File: src/rtl/mux_arb_pkg.sv
// Shared constants for the mux select arbiter: FSM encoding, default
// parameters and the hold counter width.
package mux_arb_pkg;

   localparam logic [0:0] STATE_IDLE  = 1'b0;
   localparam logic [0:0] STATE_GRANT = 1'b1;

   localparam int SEL_W_DEF    = 3;
   localparam int MAX_HOLD_DEF = 4;
   localparam int HOLD_W       = 4;

endpackage : mux_arb_pkg

File: src/rtl/mux_sel_arbiter_rr_pick.sv
// Rotating-priority search: first requester at or after ptr, wrapping
// modulo N. Purely combinational.
module rr_pick #(
   parameter int SEL_W = 3
) (
   input  logic [2**SEL_W-1:0] req,
   input  logic [SEL_W-1:0]    ptr,
   output logic                found,
   output logic [SEL_W-1:0]    idx
);

   logic [SEL_W-1:0] cand;

   // Walk ptr, ptr+1, ... with natural SEL_W-bit wrap; first hit wins.
   always_comb begin
      found = 1'b0;
      idx   = '0;
      cand  = '0;
      for (int i = 0; i < 2**SEL_W; i++) begin
         cand = ptr + SEL_W'(i);
         if (!found && req[cand]) begin
            found = 1'b1;
            idx   = cand;
         end
      end
   end

endmodule : rr_pick

File: src/rtl/mux_sel_arbiter.sv
// Round-robin arbiter driving the select lines of an 8:1 mux. Grants are
// registered, bounded to MAX_HOLD cycles, and always separated by at least
// one idle cycle so the mux output breaks before it makes.
//
//   state | meaning
//   ------+---------------------------------------------------------
//   IDLE  | no grant; gnt=0, sel keeps its last value, hold_cnt=0
//   GRANT | one requester owns the mux; gnt=1<<sel, hold_cnt counts
module mux_sel_arbiter
   import mux_arb_pkg::*;
#(
   parameter int SEL_W    = SEL_W_DEF,
   parameter int MAX_HOLD = MAX_HOLD_DEF
) (
   input  logic                clk,
   input  logic                rst,
   input  logic                en,
   input  logic [2**SEL_W-1:0] req,
   output logic [SEL_W-1:0]    sel,
   output logic [2**SEL_W-1:0] gnt,
   output logic                busy,
   output logic [HOLD_W-1:0]   hold_cnt
);

   localparam int N = 2**SEL_W;
   localparam logic [HOLD_W-1:0] HOLD_LIMIT = HOLD_W'(MAX_HOLD);

   logic [0:0]        state_q, state_d;
   logic [SEL_W-1:0]  sel_q, sel_d;
   logic [N-1:0]      gnt_q, gnt_d;
   logic [HOLD_W-1:0] hold_q, hold_d;
   logic [SEL_W-1:0]  ptr_q, ptr_d;

   logic              pick_found;
   logic [SEL_W-1:0]  pick_idx;
   logic              release_grant;

   rr_pick #(
      .SEL_W (SEL_W)
   ) u_rr_pick (
      .req   (req),
      .ptr   (ptr_q),
      .found (pick_found),
      .idx   (pick_idx)
   );

   // Any one of these ends the current grant; other req bits are ignored.
   assign release_grant = !req[sel_q] || (hold_q == HOLD_LIMIT) || !en;

   // Next-state logic: grant from IDLE, release or extend from GRANT.
   // The pointer only moves on release, so a lone requester returns after
   // exactly one gap cycle.
   always_comb begin
      state_d = state_q;
      sel_d   = sel_q;
      gnt_d   = gnt_q;
      hold_d  = hold_q;
      ptr_d   = ptr_q;
      if (state_q == STATE_IDLE) begin
         if (en && pick_found) begin
            state_d          = STATE_GRANT;
            sel_d            = pick_idx;
            gnt_d            = '0;
            gnt_d[pick_idx]  = 1'b1;
            hold_d           = HOLD_W'(1);
         end
      end else begin
         if (release_grant) begin
            state_d = STATE_IDLE;
            gnt_d   = '0;
            hold_d  = '0;
            ptr_d   = sel_q + SEL_W'(1);
         end else begin
            hold_d  = hold_q + HOLD_W'(1);
         end
      end
   end

   // State and output registers with synchronous active-low reset.
   always_ff @(posedge clk) begin
      if (!rst) begin
         state_q <= STATE_IDLE;
         sel_q   <= '0;
         gnt_q   <= '0;
         hold_q  <= '0;
         ptr_q   <= '0;
      end else begin
         state_q <= state_d;
         sel_q   <= sel_d;
         gnt_q   <= gnt_d;
         hold_q  <= hold_d;
         ptr_q   <= ptr_d;
      end
   end

   assign sel      = sel_q;
   assign gnt      = gnt_q;
   assign busy     = (state_q == STATE_GRANT);
   assign hold_cnt = hold_q;

endmodule : mux_sel_arbiter

File: config.mk
export PLATFORM = sky130hd
export DESIGN_NAME = mux_sel_arbiter
export DESIGN_NICKNAME = d
export VERILOG_FILES = /design/src/rtl/mux_arb_pkg.sv /design/src/rtl/mux_sel_arbiter_rr_pick.sv /design/src/rtl/mux_sel_arbiter.sv
export SDC_FILE = /design/constraint.sdc
export NUM_CORES = 1
export LEC_CHECK = 0
export ABC_CLOCK_PERIOD_IN_PS = 8770
export CAP_MARGIN = 30
export CORE_ASPECT_RATIO = 1.2
export CORE_MARGIN = 1
export CORE_UTILIZATION = 30
export CTS_BUF_LIST = sky130_fd_sc_hd__clkbuf_4
export CTS_CLUSTER_SIZE = 30
export DETAILED_ROUTE_END_ITERATION = 10
export SLEW_MARGIN = 10
export SYNTH_ARGS = -nofsm -noshare
export SYNTH_HDL_FRONTEND = slang
export SYNTH_HIERARCHICAL = 1
export SYNTH_SLANG_ARGS = --single-unit
File: constraint.sdc
create_clock -name clk -period 8.77 [get_ports clk]
set_input_delay 0.877 -clock clk [delete_from_list [all_inputs] [get_ports clk]]
set_output_delay 0.877 -clock clk [all_outputs]
set_load 0.02 [all_outputs]
# Yosys cells after proc, flatten, opt, wreduce, memory -nomap -nowiden
# Cells that the tools add are included.
[word_totals] register_bits=19 inputBits=11 out_inout_bits=16 wordCells=97
[classes] order_cmp=11 n_eq_ne=2 mux=45 add_sub_neg=9 bitwise_logic=1 n_reduce_logical=24
[ops] op="3-bit by 4-bit less-than comparator with 1-bit output (second input constant)" n=10
[ops] op="1-bit binary-select mux with 3-bit select" n=9
[ops] op="3-bit two-way mux" n=8
[ops] op="8-bit two-way mux" n=3
[ops] op="1-bit two-way mux" n=21
[ops] op="3-bit adder (second input constant)" n=4
[ops] op="4-bit two-way mux" n=3
[ops] op="1-bit logical AND" n=9
[ops] op="1-bit zero test" n=9
[ops] op="3-bit by 1-bit adder with 3-bit output (second input constant)" n=2
[ops] op="3-bit by 2-bit adder with 3-bit output (second input constant)" n=2
[ops] op="2-bit AND reduction" n=3
[ops] op="4-bit by 1-bit adder with 4-bit output (second input constant)" n=1
[ops] op="4-bit by 3-bit == test with 1-bit output (second input constant)" n=1
[ops] op="1-bit demux with 3-bit select" n=1
[ops] op="3-bit by 1-bit >= comparator with 1-bit output (second input constant)" n=1
[ops] op="1-bit logical OR" n=2
[ops] op="2-bit by 1-bit inequality test with 1-bit output (second input constant)" n=1
[ops] op="2-bit nonzero test" n=1
[ops] op="1-bit inverter" n=1

# Longest topological paths before layout
[depth] ltp_word=30 mapped_depth=16 mapped_depth_nobuf=13

# Cells and area by module
# Netlist, hierarchy kept.
[modules_own_cells] mod="rr_pick" instances=1 cells_each=121 area_each_um2=1081.0 seq_area_each_um2=0.0
[modules_own_cells] mod="mux_sel_arbiter" instances=1 cells_each=103 area_each_um2=942.2 seq_area_each_um2=380.4

# Worst setup path before layout
# OpenSTA, ideal clock, no wires.
[synth_path] path_type="reg-to-reg" from="register ptr_q[1]" to="register hold_q[2], in the netlist hold_cnt[2]" path_buffers=4 setup_time_ps=75 setup_slack_ps=5318 t_arrival_ps=3376 path_stages_with_launch=15 synth_period_minus_slack_ps=3452 t_required_ps=8695 cell_sequence="dfxtp_1 -> buf_2 -> buf_2 -> inv_1 -> ha_1 -> buf_6 -> mux4_2 -> mux2_4 -> or2_1 -> nor3_2 -> nand2_1 -> a21oi_1 -> clkbuf_1 -> nand2_1 -> a31oi_2"
[synth_between] elab_chain_len=26 elab_cells_between_ends=47 classes_between="add/sub (7); mux (24); reduce/logical (16)"
[synth_lines] element="start, declared" line_no="mux_sel_arbiter.sv:32" rtl="logic [SEL_W-1:0] ptr_q, ptr_d;"
[synth_lines] element="start signal, assigned" line_no="mux_sel_arbiter.sv:92" rtl="ptr_q <= ptr_d;"
[synth_lines] element="branches (longest 23 deep; another with 3-bit by 1-bit adder with 3-bit output)"
[synth_lines] element="1-bit two-way mux *" line_no="mux_sel_arbiter_rr_pick.sv:21" rtl="if (!found && req[cand]) begin"
[synth_lines] element="via pick_found" line_no="mux_sel_arbiter.sv:34" rtl="logic pick_found;"
[synth_lines] element="1-bit logical AND *" line_no="mux_sel_arbiter.sv:60" rtl="if (en && pick_found) begin"
[synth_lines] element="2-bit nonzero test (no line) *"
[synth_lines] element="end signal, assigned" line_no="mux_sel_arbiter.sv:91" rtl="hold_q <= hold_d;"
[synth_lines] element="end, declared" line_no="mux_sel_arbiter.sv:31" rtl="logic [HOLD_W-1:0] hold_q, hold_d;"
# Mark *: on every way through the listed nets, which the timed path passes. The select of a mux whose other input is x is not followed.
# A chain may end at the register's enable or synchronous reset.

# Worst setup path after layout
[layout_path] from="register ptr_q[0]" to="register hold_q[2], in the netlist hold_cnt[2]"
# The elaborated chain is that of the path after synthesis.

==> flow_summary_export.csv <==
group,metric,value,unit
run_status,status,"complete, no violations",
logic_synthesis,mappedNetlistArea,2020,µm²
drt,route.antenna.remaining_nets,0,
clocking,clk-insertion-delay-late,0.30,ns
worst_setup_path,critical_path.max_fanout,17,
clocking,path_clk_slew,0.11,ns
logic_synthesis,postSynthNetCount,240,
sta,final.min_clock_period,4.47,ns
sta,final.setup.worst_slack,4.30,ns
power_and_ir_drop,cellLeakagePower,0.752,nW
drt,first_iter_violations,133,
layout,diodes,0,
logic_synthesis,synth-seq-cells,19,
floorplanning,die_x,77.0,µm
sta,tightestPinTransition,0.913,ns
min_path,hold_start,"gnt[3]$_SDFFE_PN0P_",
global_routing,grt.total_usage,0.149,
layout,drive_above_1_share,0.145,
place,portBuffers,26,
floorplanning,die_h,92.0,µm
sta,slew_headroom,0.391,
sta,clock.fmax,224,MHz
clocking,cts_num_sinks,19,
global_routing,global_route_wire_length_before_repair,8550,µm
floorplanning,dieArea,7080,µm²
sta,timing.setup.tns,0,ns
worst_setup_path,cell_class_contributing_the_biggest_share_of_worst_path_delay,"compound AO/OA/AOI/OAI gates",
layout,num-nets-final,259,
drt,detailedRoute.firstPassIterationCount,4,
clocking,holdBufCountCts,0,
clocking,clockBufferDepth,2,
drt,postRouteWirelength,5170,µm
drt,routedWlPerCell,15.8,µm
logic_synthesis,ys_async_sr_fraction,0,
place,place_hpwl,3640,µm
power_and_ir_drop,design_power_total,0.000292,W
logic_synthesis,commonest_register_cell_after_synthesis,"sky130_fd_sc_hd__dfxtp_1",
worst_setup_path,critical_path_arrival,4.70,ns
floorplanning,initial_core_util,0.312,
logic_synthesis,share_of_the_yosys_chip_area_belonging_to_registers,0.188,
logic_synthesis,synth_common_cells,"20 x sky130_fd_sc_hd__a21oi_1, 20 x sky130_fd_sc_hd__nand2_1, 19 x sky130_fd_sc_hd__dfxtp_1, 18 x sky130_fd_sc_hd__nor2_1, 13 x sky130_fd_sc_hd__o21ai_0",
worst_setup_path,crit-reg2reg-launch,"ptr_q[0]$_SDFFE_PN0P_",
logic_synthesis,synthesis.instances,224,
power_and_ir_drop,power.density,125,nW/µm²
sta,fin_crit_sh,0.510,
layout,final_core_utilization,0.359,
power_and_ir_drop,power.ir.vdd_worst,86.6,µV
clocking,tritoncts,"done",
layout,syn_to_final_growth,15.2,%
sta,report.final.setup_viol,0,
worst_setup_path,slowest_stage,"sky130_fd_sc_hd__dfxtp_1",
drt,via_per_inst,5.77,
worst_setup_path,worst_setup_path_start_kind,"flop",
global_routing,via_count_of_the_first_global_routing_pass,1731,
worst_setup_path,cpPeakStageDelay,0.77,ns
min_path,hold_path_class,"flop to flop",
sta,hold_viol_final,0,
logic_synthesis,post_synth_main_area_contributors,"sky130_fd_sc_hd__dfxtp_1 19%, sky130_fd_sc_hd__mux4_2 11%, sky130_fd_sc_hd__mux4_1 6.5%, sky130_fd_sc_hd__a21oi_1 4.9%, sky130_fd_sc_hd__mux2i_1 4.0%",
place,place_congestion,0.797,
layout,final_design_area_no_fill,2330,µm²
drt,post-route-drc-count,0,
place,dpl-instance-area,2300,µm²
logic_synthesis,synth.yosys.warnings,6,
floorplanning,ioPinCount,27,
global_routing,grt-ovfl-total,0,
floorplanning,fp-row-count,32,
worst_setup_path,worst-setup-path-type,"flop to flop",
clocking,root_buffer,"sky130_fd_sc_hd__clkbuf_4",
logic_synthesis,synth_largest_type_area_fraction,0.188,
drt,num_vias,1886,
global_routing,grt_max_degree,22,
clocking,post_cts.resized_instances,0,
logic_synthesis,synthDominantAreaCellType,"sky130_fd_sc_hd__dfxtp_1",
logic_synthesis,synthesis.area_per_instance,9.03,µm²
sta,finClkSkew,0.00407,ns
flow_run,maxcap_viol_count,0,
worst_setup_path,critical_path.endpoint_type,"flop",
worst_setup_path,timing.critical_path.required,9.00,ns
worst_setup_path,path_buf_inv,1,
worst_setup_path,crit_chain,"inv_2 > ha_1 > mux4_2 > a21oi_1 > o311a_1 > o21ai_2 > nor3_2 > nand2_1 > a21oi_1 > nand2_1 > a31oi_2",
clocking,cts-htree-levels,1,
logic_synthesis,ys_types,63,
place,place_worst_setup_slack,4.34,ns
clocking,post-cts-setup-buffer-count,0,
sta,final_max_slew_viol_count,0,
worst_setup_path,worstSetupStartpoint,"ptr_q[0]$_SDFFE_PN0P_",
clocking,numCtsBuffers,3,
logic_synthesis,count_of_flip_flops_with_a_built_in_enable_after_synthesis,0,
floorplanning,floorplan.core_area,6490,µm²
layout,fillers,693,
global_routing,antenna_found_initial,0,
sta,grt_setup_unrepaired,"no",
==> stage by stage <==
stage,hold slack [ns],std cells
2_1_floorplan,0.463,224
3_3_place_gp,0.468,323
3_5_place_dp,0.471,323
4_1_cts,0.487,327
5_1_grt,0.511,327
6_report,0.483,327
==> report_power, final <==
group	leakage (nW)	internal, W	switching (W)
clock network	0.0177	0.0000170	0.0000285
logic	0.580	0.0000634	0.0000822
registers	0.154	0.0000917	0.00000928
total	0.752	0.000172	0.000120
==> flip-flops by register name, summed over array words and instances (netlist names) <==
register  cells
busy          1
ptr_q         3
hold_cnt      4
sel           3
gnt           8
==> cells by family (layout without fill, tap and decap cells) <==
group                    count (synthesis)  in the layout  share of synthesized area
AND/OR/NAND/NOR                         70             70                      0.185
AO/OA/AOI/OAI                           70             70                      0.239
multiplexers                            31             31                      0.271
XOR/XNOR                                 4              4                     0.0173
buffers and inverters                   25             43                     0.0686
adder cells (fa/ha/maj)                  5              5                     0.0309
flip-flops                              19             19                      0.188
==> cells in the final DEF (no fill, tap or decap), types with 3 or more instances in the layout <==
cell type	count
sky130_fd_sc_hd__a31oi_1	3
sky130_fd_sc_hd__clkbuf_4	3
sky130_fd_sc_hd__mux2_4	3
sky130_fd_sc_hd__nor2_1	18
sky130_fd_sc_hd__a21oi_1	20
sky130_fd_sc_hd__a22oi_1	3
sky130_fd_sc_hd__and3_1	3
sky130_fd_sc_hd__mux4_2	10
sky130_fd_sc_hd__mux2i_1	8
sky130_fd_sc_hd__nand3b_1	4
sky130_fd_sc_hd__o21ai_0	13
sky130_fd_sc_hd__mux4_1	5
sky130_fd_sc_hd__o21ai_1	5
sky130_fd_sc_hd__mux2_2	4
sky130_fd_sc_hd__nand2_1	20
sky130_fd_sc_hd__inv_1	10
sky130_fd_sc_hd__ha_1	5
sky130_fd_sc_hd__dfxtp_1	19
sky130_fd_sc_hd__nand3_1	8
sky130_fd_sc_hd__clkdlybuf4s50_1	26
==> path summary, 6_finish.rpt <==
check | endpoint | slack [ns] | depth (start not counted)
hold reg to reg | gnt[3]$_SDFFE_PN0P_ | 0.48 | 2
setup / recovery | hold_cnt[2]$_SDFFE_PN0P_ | 4.30 | 11
hold / removal | gnt[3]$_SDFFE_PN0P_ | 0.48 | 2
setup reg to reg | hold_cnt[2]$_SDFFE_PN0P_ | 4.30 | 11
==> metal layers <==
layer  share of wire  routed length, µm  global-route usage  vias up
met5               0                  0                   0        -
li1                -                  -                   -      898
met1            0.46               2360               0.202      916
met4           0.012                 64              0.0449        0
met2            0.47               2440               0.244       64
met3           0.059                306              0.0199        8
==> worst reg2reg max path: stages (launching register included) <==
cell and delay, ns:
sky130_fd_sc_hd__dfxtp_1 0.77, sky130_fd_sc_hd__inv_2 0.25, sky130_fd_sc_hd__ha_1 0.72, sky130_fd_sc_hd__mux4_2 0.63
sky130_fd_sc_hd__a21oi_1 0.21, sky130_fd_sc_hd__o311a_1 0.22, sky130_fd_sc_hd__o21ai_2 0.11, sky130_fd_sc_hd__nor3_2 0.28
sky130_fd_sc_hd__nand2_1 0.11, sky130_fd_sc_hd__a21oi_1 0.74, sky130_fd_sc_hd__nand2_1 0.15, sky130_fd_sc_hd__a31oi_2 0.20
==> area by class of cell <==
cell class                      instances  area (µm²)  area share
Multi-Input combinational cell        180        1500       0.645
Sequential cell                        19         380       0.163
Timing Repair Buffer                   27         268       0.115
Tap cell                               85         106      0.0456
Inverter                               12        45.0      0.0193
Clock buffer                            3        22.5     0.00966
Clock inverter                          1        5.00     0.00215
Note: power is estimated with default switching activity, not from simulation.
